[src/rtl/cpu_fetch_s_if.sv]
// cpu_fetch_s_if: fetch <-> L1 instruction cache request/ack bus.
//   if_il1_req    fetch -> cache  request, held with address until acked
//   if_il1_addr   fetch -> cache  word-aligned fetch address
//   if_il1_ack    cache -> fetch  ack, if_il1_rdata valid in the same cycle
//   if_il1_rdata  cache -> fetch  instruction word
interface cpu_fetch_s_if;
  logic        if_il1_req;
  logic [31:0] if_il1_addr;
  logic        if_il1_ack;
  logic [31:0] if_il1_rdata;

  modport master (output if_il1_req, if_il1_addr, input if_il1_ack, if_il1_rdata);
  modport slave  (input if_il1_req, if_il1_addr, output if_il1_ack, if_il1_rdata);
endinterface

[src/rtl/cpu_fetch_s.sv]
// cpu_fetch_s: instruction fetch stage. Owns the PC, fetches words from the
// L1 I-cache over a req/ack handshake and loads the fetch/decode register.
// Handles execute redirects (kill + wrong-path drop) and downstream stall.
// Ports:
//   clk, rst_n          clock, async active-low reset
//   il1                 I-cache bus (master side of cpu_fetch_s_if)
//   if_stall_in         decode stalled, fetch/decode register holds
//   if_brnch_taken/tgt  redirect pulse and target PC
//   if_inst_out_r, if_pc_out_r, if_pc_4_out_r, if_valid_out_r  decode slot
//   if_kill_out         registered copy of the redirect pulse
//   if_misalign_r       (CPU_IF_MISALIGN_CHK_EN only) sticky misaligned-target flag
// Build option: define CPU_IF_MISALIGN_CHK_EN to halt fetch on a misaligned
// redirect target; otherwise target bits [1:0] are simply cleared.
module cpu_fetch_s #(
  parameter logic [31:0] RESET_PC = 32'h0000_0000,
  parameter logic [31:0] NOP_INST = 32'h0000_0013
) (
  input  logic               clk,
  input  logic               rst_n,
  cpu_fetch_s_if.master      il1,
  input  logic               if_stall_in,
  input  logic               if_brnch_taken,
  input  logic [31:0]        if_brnch_tgt,
  output logic [31:0]        if_inst_out_r,
  output logic [31:0]        if_pc_out_r,
  output logic [31:0]        if_pc_4_out_r,
  output logic               if_valid_out_r,
`ifdef CPU_IF_MISALIGN_CHK_EN
  output logic               if_misalign_r,
`endif
  output logic               if_kill_out
);

  typedef enum logic [1:0] {RUN, SKID, DROP} state_e;

  state_e      state_r, state_nxt;
  logic [31:0] pc_r, pc_nxt;
  logic [31:0] drop_addr_r, drop_addr_nxt;   // address of the request being discarded
  logic [31:0] skid_inst_r, skid_inst_nxt;
  logic [31:0] skid_pc_r, skid_pc_nxt;
  logic        pend_r, pend_nxt;             // request raised last cycle, not yet acked
  logic        started_r;                    // holds req low through the reset-release cycle
  logic [31:0] inst_nxt, pc_out_nxt, pc_4_nxt;
  logic        valid_nxt;
  logic        req, ack_v, fetch_en;
  logic [31:0] addr, redirect_pc;

`ifdef CPU_IF_MISALIGN_CHK_EN
  logic misalign_hit, misalign_nxt;
  assign misalign_hit = if_brnch_taken & (|if_brnch_tgt[1:0]);
  assign misalign_nxt = if_misalign_r | misalign_hit;
  // A misaligned target still kills, but the PC stays put and fetch parks.
  assign redirect_pc  = misalign_hit ? pc_r : if_brnch_tgt;
  assign fetch_en     = ~if_misalign_r;
`else
  assign redirect_pc  = if_brnch_tgt & ~32'h3;
  assign fetch_en     = 1'b1;
`endif

  always_comb begin
    req = 1'b0;
    unique case (state_r)
      // A raised request is never retracted, so pend_r overrides stall/halt.
      RUN:     req = started_r & (pend_r | (fetch_en & ~(if_stall_in & if_valid_out_r)));
      SKID:    req = 1'b0;
      DROP:    req = 1'b1;
      default: req = 1'b0;
    endcase
  end

  assign addr  = (state_r == DROP) ? drop_addr_r : pc_r;
  assign ack_v = req & il1.if_il1_ack;
  assign il1.if_il1_req  = req;
  assign il1.if_il1_addr = addr;

  always_comb begin
    state_nxt     = state_r;
    pc_nxt        = pc_r;
    drop_addr_nxt = drop_addr_r;
    skid_inst_nxt = skid_inst_r;
    skid_pc_nxt   = skid_pc_r;
    pend_nxt      = pend_r;
    inst_nxt      = if_inst_out_r;
    pc_out_nxt    = if_pc_out_r;
    pc_4_nxt      = if_pc_4_out_r;
    valid_nxt     = if_valid_out_r;
    if (if_brnch_taken) begin
      // Redirect wins over ack, stall and skid; skid contents are abandoned.
      pc_nxt    = redirect_pc;
      valid_nxt = 1'b0;
      inst_nxt  = NOP_INST;
      pend_nxt  = 1'b0;
      if (req & ~il1.if_il1_ack) begin
        state_nxt     = DROP;
        drop_addr_nxt = addr;
      end else begin
        state_nxt = RUN;
      end
    end else begin
      unique case (state_r)
        RUN: begin
          pend_nxt = req & ~il1.if_il1_ack;
          if (ack_v) begin
            pc_nxt = pc_r + 32'd4;
            if (!if_stall_in) begin
              inst_nxt   = il1.if_il1_rdata;
              pc_out_nxt = pc_r;
              pc_4_nxt   = pc_r + 32'd4;
              valid_nxt  = 1'b1;
            end else begin
              skid_inst_nxt = il1.if_il1_rdata;
              skid_pc_nxt   = pc_r;
              state_nxt     = SKID;
            end
          end else if (!if_stall_in) begin
            valid_nxt = 1'b0;
            inst_nxt  = NOP_INST;
          end
        end
        SKID: begin
          if (!if_stall_in) begin
            inst_nxt   = skid_inst_r;
            pc_out_nxt = skid_pc_r;
            pc_4_nxt   = skid_pc_r + 32'd4;
            valid_nxt  = 1'b1;
            state_nxt  = RUN;
          end
        end
        DROP: begin
          if (ack_v) state_nxt = RUN;
          if (!if_stall_in) begin
            valid_nxt = 1'b0;
            inst_nxt  = NOP_INST;
          end
        end
        default: state_nxt = RUN;
      endcase
    end
  end

  always_ff @(posedge clk or negedge rst_n) begin
    if (!rst_n) begin
      state_r        <= RUN;
      pc_r           <= RESET_PC;
      drop_addr_r    <= '0;
      skid_inst_r    <= '0;
      skid_pc_r      <= '0;
      pend_r         <= 1'b0;
      started_r      <= 1'b0;
      if_inst_out_r  <= NOP_INST;
      if_pc_out_r    <= '0;
      if_pc_4_out_r  <= '0;
      if_valid_out_r <= 1'b0;
      if_kill_out    <= 1'b0;
`ifdef CPU_IF_MISALIGN_CHK_EN
      if_misalign_r  <= 1'b0;
`endif
    end else begin
      state_r        <= state_nxt;
      pc_r           <= pc_nxt;
      drop_addr_r    <= drop_addr_nxt;
      skid_inst_r    <= skid_inst_nxt;
      skid_pc_r      <= skid_pc_nxt;
      pend_r         <= pend_nxt;
      started_r      <= 1'b1;
      if_inst_out_r  <= inst_nxt;
      if_pc_out_r    <= pc_out_nxt;
      if_pc_4_out_r  <= pc_4_nxt;
      if_valid_out_r <= valid_nxt;
      if_kill_out    <= if_brnch_taken;
`ifdef CPU_IF_MISALIGN_CHK_EN
      if_misalign_r  <= misalign_nxt;
`endif
    end
  end

endmodule

[src/flat_wrapper.sv]
// flat-port wrapper written by rule: the top's interface ports become plain ports
module cpu_fetch_s_flat 
#(
  parameter logic [31:0] RESET_PC = 32'h0000_0000,
  parameter logic [31:0] NOP_INST = 32'h0000_0013
)
  (clk, rst_n, if_stall_in, if_brnch_taken, if_brnch_tgt, if_inst_out_r, if_pc_out_r, if_pc_4_out_r, if_valid_out_r, if_kill_out, il1_if_il1_req, il1_if_il1_addr, il1_if_il1_ack, il1_if_il1_rdata);
  cpu_fetch_s_if il1_i ();
  input  logic clk;
  input  logic rst_n;
  input  logic if_stall_in;
  input  logic if_brnch_taken;
  input  logic [31:0] if_brnch_tgt;
  output logic [31:0] if_inst_out_r;
  output logic [31:0] if_pc_out_r;
  output logic [31:0] if_pc_4_out_r;
  output logic if_valid_out_r;
  output logic if_kill_out;
  output wire logic [$bits(il1_i.if_il1_req)-1:0] il1_if_il1_req;
  output wire logic [$bits(il1_i.if_il1_addr)-1:0] il1_if_il1_addr;
  input wire logic [$bits(il1_i.if_il1_ack)-1:0] il1_if_il1_ack;
  input wire logic [$bits(il1_i.if_il1_rdata)-1:0] il1_if_il1_rdata;
  assign il1_if_il1_req = il1_i.if_il1_req;
  assign il1_if_il1_addr = il1_i.if_il1_addr;
  assign il1_i.if_il1_ack = il1_if_il1_ack;
  assign il1_i.if_il1_rdata = il1_if_il1_rdata;
  cpu_fetch_s #(.RESET_PC(RESET_PC), .NOP_INST(NOP_INST)) u_core (.clk(clk), .rst_n(rst_n), .il1(il1_i), .if_stall_in(if_stall_in), .if_brnch_taken(if_brnch_taken), .if_brnch_tgt(if_brnch_tgt), .if_inst_out_r(if_inst_out_r), .if_pc_out_r(if_pc_out_r), .if_pc_4_out_r(if_pc_4_out_r), .if_valid_out_r(if_valid_out_r), .if_kill_out(if_kill_out));
endmodule
[config.mk]
export PLATFORM = sky130hd
export DESIGN_NAME = cpu_fetch_s_flat
export DESIGN_NICKNAME = d
export VERILOG_FILES = /design/src/rtl/cpu_fetch_s_if.sv /design/src/rtl/cpu_fetch_s.sv /design/src/flat_wrapper.sv
export SDC_FILE = /design/constraint.sdc
export NUM_CORES = 1
export LEC_CHECK = 0
export ABC_AREA = 1
export CORE_UTILIZATION = 55
export CTS_CLUSTER_DIAMETER = 200
export CTS_CLUSTER_SIZE = 40
export DETAILED_ROUTE_END_ITERATION = 6
export GPL_TIMING_DRIVEN = 0
export PLACE_DENSITY_LB_ADDON = 0.08
export SETUP_SLACK_MARGIN = 0.3
export SYNTH_ARGS = -nofsm -noshare
export SYNTH_HDL_FRONTEND = slang
export SYNTH_SLANG_ARGS = --single-unit
[constraint.sdc]
create_clock -name clk -period 4 [get_ports clk]
set_input_delay 0.8 -clock clk [delete_from_list [all_inputs] [get_ports clk]]
set_output_delay 0.8 -clock clk [all_outputs]
set_load 0.05 [all_outputs]
-- Word-level counts from Yosys, hierarchy flattened
Cells that the tools add are included.
- input port bits: 69
- register bits: 230
- $add $sub $neg: 2
- eq/ne operators: 10
- reductions and logical operators: 11
- multiplexer cells: 33
- bitwise gates (word level): 8
- operator list (cell ; number):
    two-way mux 32 bit ; 15
    case mux 32 bit (2 select lines) ; 2
    case mux 32 bit (3 select lines) ; 1
    adder 32 x 3 -> 32 bit (second input constant) ; 2
    two-way mux 2 bit ; 6
    AND reduction 4 bit ; 2
    two-way mux 1 bit ; 6
    != test 3 x 2 -> 1 bit (second input constant) ; 2
    != test 3 bit (second input constant) ; 2
    case mux 2 bit (3 select lines) ; 1
    nonzero test 2 bit ; 3
    AND reduction 5 bit ; 1
    AND 1 bit ; 4
    != test 2 bit (second input constant) ; 2
    != test 4 bit (second input constant) ; 1
    AND reduction 2 bit ; 2
    nonzero test 4 bit ; 1
    inverter 1 bit ; 3
    case mux 1 bit (3 select lines) ; 1
    AND reduction 3 bit ; 1
    equality test 2 x 1 -> 1 bit (second input constant) ; 1
    equality test 2 bit (second input constant) ; 1
    zero test 2 bit ; 1
    != test 2 x 1 -> 1 bit (second input constant) ; 1
    other kinds (2) ; 2

-- Logic depth before layout (Yosys ltp)
- word-level depth: 9
- mapped depth: 12
- depth with buffers taken out: 11

-- Worst setup path before layout
No wires, ideal clock.
- path type: register -> output
- start: register u_core.state_r[0]
- end: output il1_if_il1_addr[25]
- path buffers: 2
- stages on the path, launching flop included: 6
- arrival time: 2.134 ns
- path slack: 1.066 ns
- cell sequence: dfrtp_1 > inv_1 > ha_1 > clkbuf_1 > clkbuf_1 > o21ai_0
- word-level cells in the longest chain between the ends: 2
- RTL lines (element ; RTL line ; text):
    from (decl) ; cpu_fetch_s.sv:36 ; state_e state_r, state_nxt;
    from (signal assigned) ; cpu_fetch_s.sv:159 ; state_r <= state_nxt;
    equality test 2 bit ; cpu_fetch_s.sv:71 ; assign addr = (state_r == DROP) ? drop_addr_r : pc_r;
    two-way mux 32 bit ; cpu_fetch_s.sv:71 ;
    to (decl) ; flat_wrapper.sv:20 ; output wire logic [$bits(il1_i.if_il1_addr)-1:0] il1_if_il1_addr;
Every way passes these cells.

-- Final worst setup path
- start: register u_core.state_r[0]
- end: output il1_if_il1_addr[31]
The elaborated chain is that of the path after synthesis.

==> results by group <==
STA
  – Period Utilization, post-route: 88.2%
  – Worst Max-Slew Pin Slew: 0.899 ns
  – Final clock skew: 0.0289 ns
  – Smallest hold slack: 0.317 ns
  – Max Freq: about 280 MHz
  – Slew Limit Fails: 0
  – Max-slew headroom: 40.0%
  – Fin. Hold Viols: 0
  – Setup violations, final: 0
  – Fin crit period: 3.53 ns
  – Setup TNS Final: 0 ns
  – RSZ-0062 raised after global routing: false

Logic synthesis
  – Syn Area/Cell: around 7.0 sq um
  – Syn Inst Count: 1762
  – Synth Flop Type: dfrtp_1
  – Proportion of synthesized area in mux cells: 0%
  – Count leader, synth: nand2_1
  – Adder-Cell Fraction of Synth Area: 0.508%
  – Largest family of logic cells by synthesized area: simple AND/OR/NAND/NOR gates
  – Synthesized area: 0.0123 sq mm
  – List of most frequent post-synthesis cells: nand2_1 (772), dfrtp_1 (219), o21ai_0 (177), nor2_1 (127), inv_1 (110)
  – Yosys top cell area share: around 45%
  – Top post-synthesis cells by area: dfrtp_1 (45%), nand2_1 (24%), o21ai_0 (7.2%)
  – Synthesis Warnings: 0
  – Netlist cell types: 32
  – Post-synth EDFFs: 0
  – Post-synthesis compound-gate area fraction: 12.0%
  – Share of synthesized cell area in and, or, nand and nor gates: 33.7%
  – Seq cells post-synth: ~220
  – Register area share after synthesis: 45.2%
  – Synth async-reset ratio: 100%
  – Synth area leader: dfrtp_1
  – Synth Area in XOR/XNOR: under 10%

Final layout
  – Area Growth Syn to Fin: 20.7%
  – Inserted Diodes: 0
  – Design area: 0.0149 sq mm
  – Final nets: 2044
  – Final Util: 67.9%
  – Layout cell share with drive strength beyond 1: 3.30%

CTS
  – Clock-pin slew on the worst setup and hold paths: 0.15 ns
  – Later-pin clock latency in the skew report: 0.50 ns
  – Clock sink total: 222
  – CTS tree: done
  – Root Driver: clkbuf_16
  – CTS Buffer Depth: 3
  – # H-tree levels: 1
  – Post-CTS setup buffers: 0
  – TritonCTS buffer count: 9

GRT
  – Vias in the first global route: 11700
  – Tot GR Track Use: a little over a third
  – Antenna violations before repair: 1
  – First-pass GRT wire length: between 60000 and 70000 microns
  – GR Overflow Total: 0
  – Largest net degree at the start of global routing: 124

Pwr
  – Worst IR drop on VDD: 487 uV
  – PwrDens: 759 mW/mm^2
  – Lkg Pwr: 0.00709 uW
  – Total power: 11300 uW

Worst setup path
  – Worst-path fanout max: 10
  – Critical Path RT: 3.20 ns
  – CP endpoint kind: output port
  – Critical path arrival: 2.73 ns
  – Worst Setup Path Type: reg2out
  – CP startpoint kind: flop

Routing
  – ANT nets after route: 0
  – WL per Instance: 17.9 microns
  – 1st-iter DRT viols: 1393
  – Final WL: 40300 microns
  – DR pass1 iterations: 6
  – Vias after detailed routing: around 13000
  – Mean number of vias per cell: 5.69
  – DRC: 0

Floorplan
  – Core footprint: 0.0219 sq mm
  – Die area: about 0.023 sq mm
  – Height of the die: around 150 microns
  – Die width: 152 microns
  – IO Pins: 200
  – # rows: 54
  – Starting density of the core: 56.2%

Placed design
  – Gpl congestion: 0.944
  – Dpl cell area: 0.0146 sq mm
  – Hpwl dp: between 30000 and 40000 microns
  – Number of buffer cells added on primary ports: 193

Run status
  – Outcome: finished, final reports clean

Worst hold path
  – Hold WC Path Type: in2async

Run
  – Max-Cap Viols: 0
through the flow:
| stage | worst slack (ns) | std cells |
|---|---|---|
| final | 0.472 | 2252 |
| after global routing | 0.322 | 2252 |
| after CTS | 0.413 | 2252 |
| after detailed placement | 0.368 | 2239 |
| after global placement | -7.13 | 2238 |
| after floorplan | 1.07 | 1765 |
state kept, by name, summed over array words and instances, names as in the netlist:
signal	count
u_core.drop_addr_r	32
u_core.if_inst_out_r	32
u_core.skid_inst_r	32
u_core.if_pc_4_out_r	30
u_core.if_pc_out_r	30
u_core.pc_r	30
u_core.skid_pc_r	30
u_core.state_r	2
u_core.if_kill_out	1
u_core.if_valid_out_r	1
u_core.pend_r	1
u_core.started_r	1
report_power, final:
part / internal [uW] / total, uW / switching [uW]
Combinational: 1900 / 6310 / 4420
Sequential: 3120 / 3810 / 691
Clock: 437 / 1160 / 721
worst max-delay path, cell delays in order, from the launching register on:
cell and delay (ns):
dfrtp_1 0.43, inv_1 0.10, ha_1 0.20, clkbuf_2 0.27
clkbuf_1 0.41, nand2_1 0.08, o21ai_0 0.14, dlygate4sd2_1 0.59
what timing repair did:
action	4_1_cts	5_1_grt
gates resized for setup	32	2
setup endpoints to repair	33	2
endpoints found under the hold margin	0	0
hold buffers	0	0
worst paths after layout:
check | from | endpoint | slack [ns] | cells after the start
min reg2reg | u_core.drop_addr_r[24] | u_core.drop_addr_r[24] | 0.50 | 2
min in group clk | u_core.drop_addr_r[24] | u_core.drop_addr_r[24] | 0.50 | 2
max in group asynchronous | rst_n | u_core.drop_addr_r[28] | 2.62 | 2
max | u_core.state_r[0] | il1_if_il1_addr[31] | 0.47 | 7
max reg2reg | u_core.state_r[1] | u_core.if_pc_4_out_r[25] | 1.37 | 8
min | rst_n | u_core.if_pc_out_r[3] | 0.32 | 1
cell families (layout without fill, tap and decap cells):
family / after synthesis / in the layout
other: 2 / 5
and+or+nand+nor: 1039 / 1039
buffers and inverters: 209 / 416
AOI/OAI and AO/OA: 265 / 265
xor gates and xnor gates: 20 / 20
DFF: 222 / 222
adders and majority gates: 5 / 5
layout make-up:
cell class	instances	area (sq um)
clock buffers	12	236
fillers	1969	7030
clock inverters	1	20.0
plain buffers	95	453
multi-input cells	1334	5880
well taps	280	350
repair buffers	194	1930
inverters	114	428
flip-flops and latches	222	5560
layout by cell type (no fill, tap or decap), types with 3 or more instances in the layout:
cell type | netlist | layout
nand4_1 | 16 | 16
o21ai_0 | 177 | 177
o22ai_1 | 3 | 3
dfrtp_1 | 219 | 219
clkbuf_1 | 49 | 51
buf_4 | 12 | 12
nand2_1 | 772 | 772
clkdlybuf4s50_1 | 0 | 159
dfstp_2 | 3 | 3
buf_2 | 27 | 27
ha_1 | 5 | 5
nand3_1 | 104 | 104
xor2_1 | 18 | 18
clkbuf_16 | 0 | 9
buf_1 | 4 | 4
o21ai_1 | 18 | 18
conb_1 | 2 | 5
o221ai_1 | 15 | 15
nor2_1 | 127 | 127
a21oi_1 | 20 | 20
inv_1 | 110 | 110
o211ai_1 | 30 | 30
nand3b_1 | 15 | 15
dlygate4sd2_1 | 0 | 31
layer usage:
metal / wire length, microns / vias up / part of all wire [%] / global-route usage [%]
met3: 3950 / 71 / 9.8 / 5.96
met2: 17400 / 671 / 43 / 52.5
met4: 1340 / 2 / 3.3 / 11.8
met5: 13 / - / 0.032 / 0
met1: 17600 / 6047 / 44 / 52.7
li1: - / 6034 / - / -
No activity file was read; power rests on OpenSTA's default activity.
